`src/rtl/wb_stage_pkg.sv`:
```
// Shared defines for the writeback stage: register-file geometry, the zero
// data word and the destination-register mask helper.
package wb_stage_pkg;

  localparam int unsigned DataWDefault = 64;
  localparam int unsigned RegAddrW     = 5;
  localparam int unsigned NumRegs      = 32;

  localparam logic [DataWDefault-1:0] ZeroWord = '0;

  // One-hot mask for a destination register; x0 is never reported busy.
  function automatic logic [NumRegs-1:0] rd_mask(input logic [RegAddrW-1:0] rd);
    logic [NumRegs-1:0] mask;
    mask = '0;
    if (rd != '0) mask[rd] = 1'b1;
    return mask;
  endfunction

endpackage

```
`src/rtl/wb_fifo.sv`:
```
// Small circular FIFO for buffered load results. Entries are {data, rd} with rd in
// the low bits so the owner can see which registers are pending.
module wb_fifo
  import wb_stage_pkg::*;
#(
  parameter int unsigned Width = DataWDefault + RegAddrW,
  parameter int unsigned Depth = 2,
  localparam int unsigned PtrW = (Depth > 1) ? $clog2(Depth) : 1,
  localparam int unsigned CntW = $clog2(Depth + 1)
) (
  input  logic                               clk_i,
  input  logic                               rst_i,
  input  logic                               push_i,
  input  logic [Width-1:0]                   push_data_i,
  input  logic                               pop_i,
  output logic [Width-1:0]                   head_o,
  output logic [CntW-1:0]                    count_o,
  output logic [Depth-1:0]                   entry_valid_o,
  output logic [Depth-1:0][RegAddrW-1:0]     entry_rd_o
);

  logic [Width-1:0] mem_q [Depth];
  logic [Depth-1:0] valid_q, valid_d;
  logic [PtrW-1:0]  wr_ptr_q, wr_ptr_d, rd_ptr_q, rd_ptr_d;
  logic [CntW-1:0]  count_q, count_d;
  logic             do_push, do_pop;

  function automatic logic [PtrW-1:0] ptr_inc(input logic [PtrW-1:0] p);
    return (p == PtrW'(Depth - 1)) ? '0 : p + PtrW'(1);
  endfunction

  // Guards keep the count inside [0, Depth] even if the owner misbehaves.
  assign do_push = push_i && (count_q != CntW'(Depth));
  assign do_pop  = pop_i && (count_q != '0);

  always_comb begin
    valid_d  = valid_q;
    wr_ptr_d = wr_ptr_q;
    rd_ptr_d = rd_ptr_q;
    count_d  = count_q;
    if (do_pop) begin
      valid_d[rd_ptr_q] = 1'b0;
      rd_ptr_d          = ptr_inc(rd_ptr_q);
    end
    if (do_push) begin
      valid_d[wr_ptr_q] = 1'b1;
      wr_ptr_d          = ptr_inc(wr_ptr_q);
    end
    if (do_push && !do_pop) begin
      count_d = count_q + CntW'(1);
    end else if (do_pop && !do_push) begin
      count_d = count_q - CntW'(1);
    end
  end

  always_ff @(posedge clk_i) begin
    if (rst_i) begin
      valid_q  <= '0;
      wr_ptr_q <= '0;
      rd_ptr_q <= '0;
      count_q  <= '0;
    end else begin
      valid_q  <= valid_d;
      wr_ptr_q <= wr_ptr_d;
      rd_ptr_q <= rd_ptr_d;
      count_q  <= count_d;
    end
  end

  always_ff @(posedge clk_i) begin
    if (do_push) mem_q[wr_ptr_q] <= push_data_i;
  end

  always_comb begin
    for (int i = 0; i < Depth; i++) begin
      entry_rd_o[i] = mem_q[i][RegAddrW-1:0];
    end
  end

  assign head_o        = mem_q[rd_ptr_q];
  assign count_o       = count_q;
  assign entry_valid_o = valid_q;

endmodule

```
`src/rtl/wb_stage.sv`:
```
// Writeback stage: arbitrates EX results against buffered load results for the single
// register-file write port, with a starvation limit so EX cannot be blocked forever.
module wb_stage
  import wb_stage_pkg::*;
#(
  parameter int unsigned DATA_W     = DataWDefault,
  parameter int unsigned LSU_DEPTH  = 2,
  parameter int unsigned STARVE_MAX = 4
) (
  input  logic              clk,
  input  logic              rst,
  input  logic              ex_valid,
  input  logic              ex_wen,
  input  logic [4:0]        ex_rd,
  input  logic [DATA_W-1:0] ex_wdata,
  output logic              ex_ready,
  input  logic              lsu_valid,
  input  logic [4:0]        lsu_rd,
  input  logic [DATA_W-1:0] lsu_wdata,
  output logic              lsu_ready,
  output logic              w_ena,
  output logic [4:0]        w_addr,
  output logic [DATA_W-1:0] w_data,
  output logic [31:0]       busy_mask
);

  localparam int unsigned EntryW  = DATA_W + RegAddrW;
  localparam int unsigned CntW    = $clog2(LSU_DEPTH + 1);
  localparam int unsigned StarveW = $clog2(STARVE_MAX + 1);

  logic [EntryW-1:0]                       fifo_head;
  logic [CntW-1:0]                         fifo_count;
  logic [LSU_DEPTH-1:0]                    entry_valid;
  logic [LSU_DEPTH-1:0][RegAddrW-1:0]      entry_rd;
  logic                                    fifo_empty, force_ex, ex_fire, push, pop;
  logic [StarveW-1:0]                      starve_q, starve_d;
  logic                                    w_ena_q, w_ena_d;
  logic [RegAddrW-1:0]                     w_addr_q, w_addr_d;
  logic [DATA_W-1:0]                       w_data_q, w_data_d;

  wb_fifo #(
    .Width (EntryW),
    .Depth (LSU_DEPTH)
  ) u_fifo (
    .clk_i         (clk),
    .rst_i         (rst),
    .push_i        (push),
    .push_data_i   ({lsu_wdata, lsu_rd}),
    .pop_i         (pop),
    .head_o        (fifo_head),
    .count_o       (fifo_count),
    .entry_valid_o (entry_valid),
    .entry_rd_o    (entry_rd)
  );

  // Handshakes look only at registered state, so a full FIFO never passes through.
  assign fifo_empty = (fifo_count == '0);
  assign force_ex   = (starve_q == StarveW'(STARVE_MAX));
  assign lsu_ready  = !rst && (fifo_count < CntW'(LSU_DEPTH));
  assign ex_ready   = !rst && (force_ex || fifo_empty);
  assign ex_fire    = ex_valid && ex_ready;
  assign push       = lsu_valid && lsu_ready;
  assign pop        = !rst && !ex_fire && !fifo_empty;

  always_comb begin
    starve_d = starve_q;
    w_ena_d  = 1'b0;
    w_addr_d = w_addr_q;
    w_data_d = w_data_q;
    if (ex_fire || !ex_valid) begin
      starve_d = '0;
    end else if (pop) begin
      starve_d = starve_q + StarveW'(1);
    end
    if (ex_fire) begin
      w_ena_d  = ex_wen && (ex_rd != '0);
      w_addr_d = ex_rd;
      w_data_d = ex_wdata;
    end else if (pop) begin
      w_ena_d  = (fifo_head[RegAddrW-1:0] != '0);
      w_addr_d = fifo_head[RegAddrW-1:0];
      w_data_d = fifo_head[EntryW-1:RegAddrW];
    end
  end

  always_ff @(posedge clk) begin
    if (rst) begin
      starve_q <= '0;
      w_ena_q  <= 1'b0;
      w_addr_q <= '0;
      w_data_q <= DATA_W'(ZeroWord);
    end else begin
      starve_q <= starve_d;
      w_ena_q  <= w_ena_d;
      w_addr_q <= w_addr_d;
      w_data_q <= w_data_d;
    end
  end

  always_comb begin
    busy_mask = w_ena_q ? rd_mask(w_addr_q) : '0;
    for (int i = 0; i < LSU_DEPTH; i++) begin
      if (entry_valid[i]) busy_mask = busy_mask | rd_mask(entry_rd[i]);
    end
  end

  assign w_ena  = w_ena_q;
  assign w_addr = w_addr_q;
  assign w_data = w_data_q;

endmodule

```
`config.mk`:
```
export PLATFORM = sky130hd
export DESIGN_NAME = wb_stage
export DESIGN_NICKNAME = d
export VERILOG_FILES = /design/src/rtl/wb_stage_pkg.sv /design/src/rtl/wb_fifo.sv /design/src/rtl/wb_stage.sv
export SDC_FILE = /design/constraint.sdc
export NUM_CORES = 1
export LEC_CHECK = 0
export CORE_MARGIN = 2
export CORE_UTILIZATION = 44
export DETAILED_ROUTE_END_ITERATION = 16
export PLACE_DENSITY = 0.76
export SKIP_CTS_REPAIR_TIMING = 1
export SYNTH_ARGS = -nofsm -noshare
export SYNTH_HDL_FRONTEND = slang
export SYNTH_SLANG_ARGS = --single-unit
```
`constraint.sdc`:
```
create_clock -name clk -period 3.12 [get_ports clk]
set_input_delay 0.78 -clock clk [delete_from_list [all_inputs] [get_ports clk]]
set_output_delay 0.78 -clock clk [all_outputs]
set_load 0.1 [all_outputs]
```
==> out/qor.yml <==
floorplan.rows: 53
worst-setup-path-type: "reg -> out"
power.share.sequential: 0.339
cellLeakagePower_nw: 4.62
via_count: 7167
synth_top_cells_by_count: "138 x edfxtp_1, 80 x dfxtp_1, 70 x mux2i_1, 66 x o21ai_0, 66 x or3_1"
drt_first_iter_violations: 498
worst_setup_hold_path_clk_slew_ps: 60
power.clock.fraction: 0.230
synth_area_leader_cell: "edfxtp_1"
global_route.usage.total: 0.213
grt_overflow: 0
number_of_antenna_violations_at_the_first_check_in_global_routing: 1
ant_nets: 0
port-buffer-count: 245
worst_skew_late_latency_ps: 510
max_clock_freq_mhz: 339
drcViolationCount: 0
final_net_count: 1117
setup_tns_ps: 0
worst_setup_path_startpoint: "u_fifo.mem_q[0][3]"
finalCriticalPeriod_ps: 2950
die-height_um: 151
via_count_of_the_first_global_routing_pass: 7103
worst-slew-pin-transition_ps: 689
postSynth.asyncResetShare: 0
maximum_clock_insertion_buffer_count: 3
grt_first_pass_wirelength_um: 38200
category_of_the_worst_setup_path_capture_point: "output pin"
cell_types_with_the_largest_area_share_after_synthesis: "edfxtp_1 44%, dfxtp_1 17%, mux2i_1 7.4%"
gp_congestion: 0.842
cts-root-buf: "clkbuf_16"
rsz0062_at_grt: "no"
fin_ws_ps: 173
timing.final.setup_violations: 0
io_pins: 247
clock_tree_from_tritoncts: "built"
worstRegToRegCells: 8
wl_per_cell_um: 19.8
grt-busiest-layer: "met2"
dp_hpwl_um: 16600
placement.setup.worst_slack_ps: 316
design.core.area_mm2: 0.0211
ys_types: 46
cpPeakStageDelay_ps: 530
first_pass_iters: 5
layout_filler_cell_count: 1688
top_count_cell_post_synth: "edfxtp_1"
maxSlewHeadroom: 0.541
synth.cell_area_mm2: 0.00951
critPathLaunchType: "flop"
worst-endpoint-arrival_ps: 2170
yosys_most_used_dff: "edfxtp_1"
yosysTopAreaCellShare: 0.436
power.density_mw_per_mm2: 933
regToRegStartpoint: "starve_q[0]"
syn_inst: 752
h-tree-depth: 1
worst_clock_skew_ps: 17.5
cell_internal_pwr_mw: 6.62
floorplan.initialDensity: 0.451
die_x_um: 151
synth-warning-count: 0
cts_made_buffers: 23
use_met1: 0.270
clock_sinks: 218
report.final.hold_viol_count: 0
timing.max_cap.violations: 0
final_min_period_over_clock_period: 0.944
switching_power_mw: 5.27
holdCritPathClass: "reg -> reg"
whs_path_depth: 1
floorplan.die_area_mm2: 0.0228
critical-path-slowest-cell: "edfxtp_1"
critPathRequiredTime_ps: 2340
totalWireLength_um: 25100
grtUsageMet3: 0.0506
mappedNetlistNets: 898
critical_path_peak_fanout: 10
timing.hold.worst.start: "w_data[1]"
synth_area_per_cell_um2: 12.6
final-max-slew-violation-count: 0
crit_chain: "nor3b_1, a22oi_1, nand2_1, buf_4"
post_drt_via_cell_ratio: 5.67
multi_input_comb_area_mm2: 0.00328
synth-seq-cells: 218
synth_enable_flop_cells: 138
pin_count_of_the_biggest_net_entering_global_routing: 72
grt_use_met2: 0.362
sw_frac_of_total: 0.443
syn2layout_area_growth_pct: 33.9
ir_worst_vdd_uv: 720
drive_gt1_frac: 0.172
seq_area_frac_synth: 0.604
run_status: "complete, no violations"
power_frac_comb: 0.431
area_used_by_sequential_logic_in_the_layout_mm2: 0.00575
worst paths after layout:
kind                             to  slack [ps]
hold reg to reg           w_data[1]         470
hold / removal            w_data[1]         470
setup reg to reg  u_fifo.count_o[1]         970
setup / recovery      busy_mask[18]         170
cells by family after synthesis:
group / synth area share
buffers and inverters: 0.0524
xor gates and xnor gates: 0.00276
AOI/OAI and AO/OA: 0.144
adders and majority gates: 0.00395
and+or+nand+nor: 0.119
DFF: 0.604
other: 0.000394
muxes: 0.0737
area by class of cell:
cell class                      count  share of cell area
Clock buffer                       32              0.0511
Sequential cell                   218               0.452
Antenna cell                        1            0.000197
Inverter                            8             0.00236
Timing Repair Buffer              265               0.201
Multi-Input combinational cell    455               0.258
Tap cell                          275              0.0270
Clock inverter                     10             0.00914
flip-flops by register name, summed over array words and instances, names as in the netlist, named ones only:
name                  cells
u_fifo.mem_q            138
u_fifo.rd_ptr_q           1
u_fifo.count_o            2
w_addr                    5
w_ena                     1
u_fifo.wr_ptr_q           1
starve_q                  3
w_data                   64
u_fifo.entry_valid_o      2
stage by stage:
stage	cells	hold slack [ps]	util	area, um^2	total power [mW]
6_report	1264	465	0.604	12700	11.9
5_1_grt	1263	483	0.604	12700	12.3
4_1_cts	1263	469	0.604	12700	12.0
3_5_place_dp	1221	456	0.567	12000	9.23
3_3_place_gp	1221	449	0.567	12000	9.18
2_1_floorplan	752	440	-	9520	8.02
power by group through the flow:
stage               Clock, mW  Combinational, mW  Sequential [mW]
finish                   2.73               5.12             4.03
detailed placement          0               5.14             4.09
CTS                      2.78               5.15             4.04
global route             2.89               5.35             4.10
floorplan                   0               1.86             6.16
global placement            0               5.10             4.08
worst max-delay path, delay by kind of cell (launching register included):
family                 cells  cell delay (ps)
buffers and inverters      1              300
flip-flops                 1              530
AO/OA/AOI/OAI              1              180
AND/OR/NAND/NOR            2              650
placed cells by master (no fill, tap or decap), types with 3 or more instances in the layout:
master,instances
a2111oi_0,3
a21oi_1,5
a22oi_1,29
a32o_1,64
and3_1,7
and3b_1,15
buf_12,17
buf_4,106
clkbuf_1,6
clkbuf_16,24
clkdlybuf4s50_1,142
clkinv_4,3
dfxtp_1,78
edfxtp_1,138
ha_1,3
inv_1,6
mux2i_1,70
nand2_1,60
nand3_1,4
nor2_1,8
nor3_1,11
nor3b_1,14
o21ai_0,66
or3_1,66
per-layer routing:
metal | up-vias | routed length, um
met1 | 3477 | 10100
met5 | - | 13
met3 | 54 | 2030
li1 | 3352 | -
met2 | 282 | 12300
met4 | 2 | 614
Note: power is estimated with default switching activity, not from simulation.
==> patch 1: new RTL, same settings <==
The parameter `LSU_DEPTH` goes from 2 to 4.
--- a/src/rtl/wb_stage.sv
+++ b/src/rtl/wb_stage.sv
@@ -6,3 +6,3 @@
   parameter int unsigned DATA_W     = DataWDefault,
-  parameter int unsigned LSU_DEPTH  = 2,
+  parameter int unsigned LSU_DEPTH  = 4,
   parameter int unsigned STARVE_MAX = 4
Behaviour: no difference found for any inputs over 4 cycles, from zero or initial values and one cycle with rst high; that may be too few to reach the edited logic, so the function may still have changed.
==> patch 1 against the original RTL <==
Sequential power rose by 53%; sequential share of layout area rose by 6.2 points; setup slack got worse by 0.11 ns; synthesized cell count rose by 33%; routed wire length rose by 47%; clock power rose by 71%; cell area rose by 53%; die area rose by 59%; area after synthesis rose by 60%; sequential cell count rose by 144; total power rose by 33%; critical endpoint is now busy_mask[19].
==> patch 1: results (changes against the original RTL) <==
stage,metric,value,unit,change
worst_setup_path,slowest_stage,nor3b_1,,
global_routing,grt_first_pass_wirelength,56.0,mm,+46%
cells_and_area,instances_no_fill,1724,,+36%
place,place_area,18200,sq um,+52%
global_routing,antenna_found_initial,4,,+3
global_routing,grt_pass1_vias,9575,,+35%
cells_and_area,fin_nets,1391,,+25%
cells_and_area,multi_input_area_share,25.5,%,-0.23 points
clock_network,numClockSinks,362,,+66%
logic_synthesis,synth-adder-area-share,1.03,%,+0.64 points
logic_synthesis,synth_xor_area_share,0.115,%,-0.16 points
logic_synthesis,syn_nets,1154,,+29%
global_routing,grt_max_degree,75,,+4.2%
clock_network,clkLatencyLatePin,0.53,ns,+0.02 ns
power,switchingPower,5.66,mW,+7.4%
power,p_comb,5.01,mW,-2%
cells_and_area,inverters,12,,+4
place,place_ws,0.272,ns,-0.0437 ns
logic_synthesis,synthTopCellsByArea,"edfxtp_1 54%, dfxtp_1 11%, mux4_2 10%, mux2i_1 4.7%, a211oi_1 3.4%",,
cells_and_area,multi_input_area,4980,sq um,+52%
power,power_leakage,6.54,nW,+42%
cells_and_area,buf_share,13.1,%,-7.0 points
worst_setup_path,worstReg2RegEnd,u_fifo.count_o[2],,
cells_and_area,num-clock-buffers,45,,+41%
global_routing,grt_use_total,20.4,%,-0.89 points
cells_and_area,drive_gt1_share,23.6,%,+6.4 points
timing,worst_hold_slack,0.499,ns,+0.0333 ns
logic_synthesis,synth.distinct_cells,43,,-6.5%
worst_setup_path,slowest_delay,0.58,ns,+0.05 ns
drt,wl_met2,17.6,mm,+43%
drt,viasPerCell,5.58,,-1.5%
cells_and_area,fill_cells,2774,,+64%
logic_synthesis,yosysSeqAreaShare,65.6,%,+5.2 points
logic_synthesis,synthTopCellsByCount,"276 x edfxtp_1, 114 x nor2_1, 86 x dfxtp_1",,
hold_path,hold_start,w_data[11],,
status,status,"complete, no violations",,
timing,clock-skew-final,0.00995,ns,-0.00758 ns
drt,drt-wirelength-per-cell,21.3,microns,+7.6%
place,place_congestion,0.909,,+8.0%
logic_synthesis,synthMuxAreaShare,14.8,%,+7.5 points
logic_synthesis,synth_cells,999,,+33%
-- patch 1: cell types whose count changed after synthesis, sizes merged, moves of 24 or more --
cell    change
edfxtp    +138
nor2      +103
mux4       +69
a211oi     +68
or3        -65
a32o       -64
o21ai      -64
nand2      -26
nand3b     +25
nand3      +24
-- patch 1: how the worst max path moves through the flow --
stage / startpoint / to / slack, ns / cells after the start
floorplan: u_fifo.entry_valid_o[2] / busy_mask[20] / -0.22 / 3
global placement: ex_valid / u_fifo.count_o[2] / 0.33 / 9
CTS: u_fifo.mem_q[1][3] / busy_mask[17] / 0.06 / 4
finish: u_fifo.mem_q[1][3] / busy_mask[19] / 0.06 / 4
global route: u_fifo.mem_q[0][1] / busy_mask[24] / 0.01 / 5
detailed placement: ex_valid / u_fifo.count_o[2] / 0.27 / 9
==> patch 2: new RTL, config.mk and constraints unchanged <==
Made on the original files. Take the reset off `w_addr_q` and load it in a clocked block of its own.
--- a/src/rtl/wb_stage.sv
+++ b/src/rtl/wb_stage.sv
@@ -89,3 +89,2 @@
       w_ena_q  <= 1'b0;
-      w_addr_q <= '0;
       w_data_q <= DATA_W'(ZeroWord);
@@ -94,5 +93,8 @@
       w_ena_q  <= w_ena_d;
-      w_addr_q <= w_addr_d;
       w_data_q <= w_data_d;
     end
+  end
+
+  always_ff @(posedge clk) begin
+    w_addr_q <= w_addr_d;
   end
Function: differs if rst is asserted again (counterexample within 4 cycles, from zero or initial values and one cycle with rst high); with rst held inactive, the same outputs for 4 cycles.
==> patch 2 against the original RTL <==
Core utilization grew 1.1 points; area after synthesis is 2.0% lower; synthesized cell count shrank 1.5%; setup slack gained 0.069 ns; total power is 0.81% higher; non-clock buffer count rose by 3; count of clock-buffer cells in the layout is 3 lower; sequential cell count unchanged; cell area grew 0.81%; via count fell by 2.0%; routed wire length fell by 2.3%.
==> patch 2: results (changes against the original RTL) <==
stage,metric,value,unit,change
global_routing,grt_first_pass_wirelength,37.7,mm,-1.3%
cells_and_area,multiInputCombCellCount,447,,-1.8%
logic_synthesis,synth_compound_area_share,14.3,%,-0.093 points
drt,vias,7022,,-2.0%
global_routing,met2_usage,36.4,%,+0.19 points
logic_synthesis,synth_edf_count,143,,+3.6%
logic_synthesis,synthTopCellsByCount,"143 x edfxtp_1, 75 x dfxtp_1, 70 x mux2i_1",,
drt,maxUsedRoutingLayer,met4,,
cells_and_area,fill_cells,1674,,-0.83%
cells_and_area,clkCellAreaFrac,6.40,%,+0.38 points
global_routing,grt_use_met3,4.88,%,-0.18 points
logic_synthesis,synth_cells,741,,-1.5%
hold_path,hold_start,w_data[41],,
cells_and_area,fin_nets,1111,,-0.54%
power,peakVddDrop,0.000766,V,+6.4%
drt,drt-initial-drc-count,371,,-26%
status,status,"complete, no violations",,
global_routing,grt_use_total,21.3,%,-0.023 points
worst_setup_path,cp.arrival,2.10,ns,-0.07 ns
drt,wl_met1,9.88,mm,-1.9%
place,place_ws,0.274,ns,-0.0414 ns
drt,wl_met3,1.84,mm,-9.5%
cells_and_area,multi_input_area_share,25.1,%,-0.65 points
power,power_frac_comb,42.0,%,-1.1 points
logic_synthesis,yosysSeqAreaShare,62.2,%,+1.8 points
logic_synthesis,synth.distinct_cells,38,,-17%
logic_synthesis,syn_nets,887,,-1.2%
cells_and_area,buf_share,20.4,%,+0.31 points
global_routing,grt_max_degree,138,,+92%
cells_and_area,buffers,268,,+1.1%
timing,clock-skew-final,0.0298,ns,+0.0123 ns
place,place_congestion,0.881,,+4.6%
global_routing,grtUsageMet1,26.6,%,-0.45 points
timing,worstMarginPinSlew,0.639,ns,-0.0504 ns
place,dp_cells,1214,,-0.57%
-- patch 2: cell count changes after synthesis, moves of 4 or more --
| cell | before | now |
|---|---|---|
| buf_8 | 6 | 0 |
| clkbuf_1 | 33 | 54 |
| a21oi_1 | 5 | 10 |
| buf_6 | 14 | 4 |
| dfxtp_1 | 80 | 75 |
| nor2_1 | 10 | 6 |
| edfxtp_1 | 138 | 143 |
-- patch 2: path summary, 6_finish.rpt --
kind | slack [ns] | to | cells after the start
hold reg to reg | 0.47 | w_data[41] | 1
setup reg to reg | 0.84 | u_fifo.count_o[1] | 7
hold / removal | 0.47 | w_data[41] | 1
setup / recovery | 0.24 | busy_mask[6] | 4
-- patch 2: critical path, cell delays in order, from the launching register on --
cell and delay, ns:
edfxtp_1 0.52, nor3b_1 0.49, a22oi_1 0.18, nand2_1 0.12
buf_4 0.29
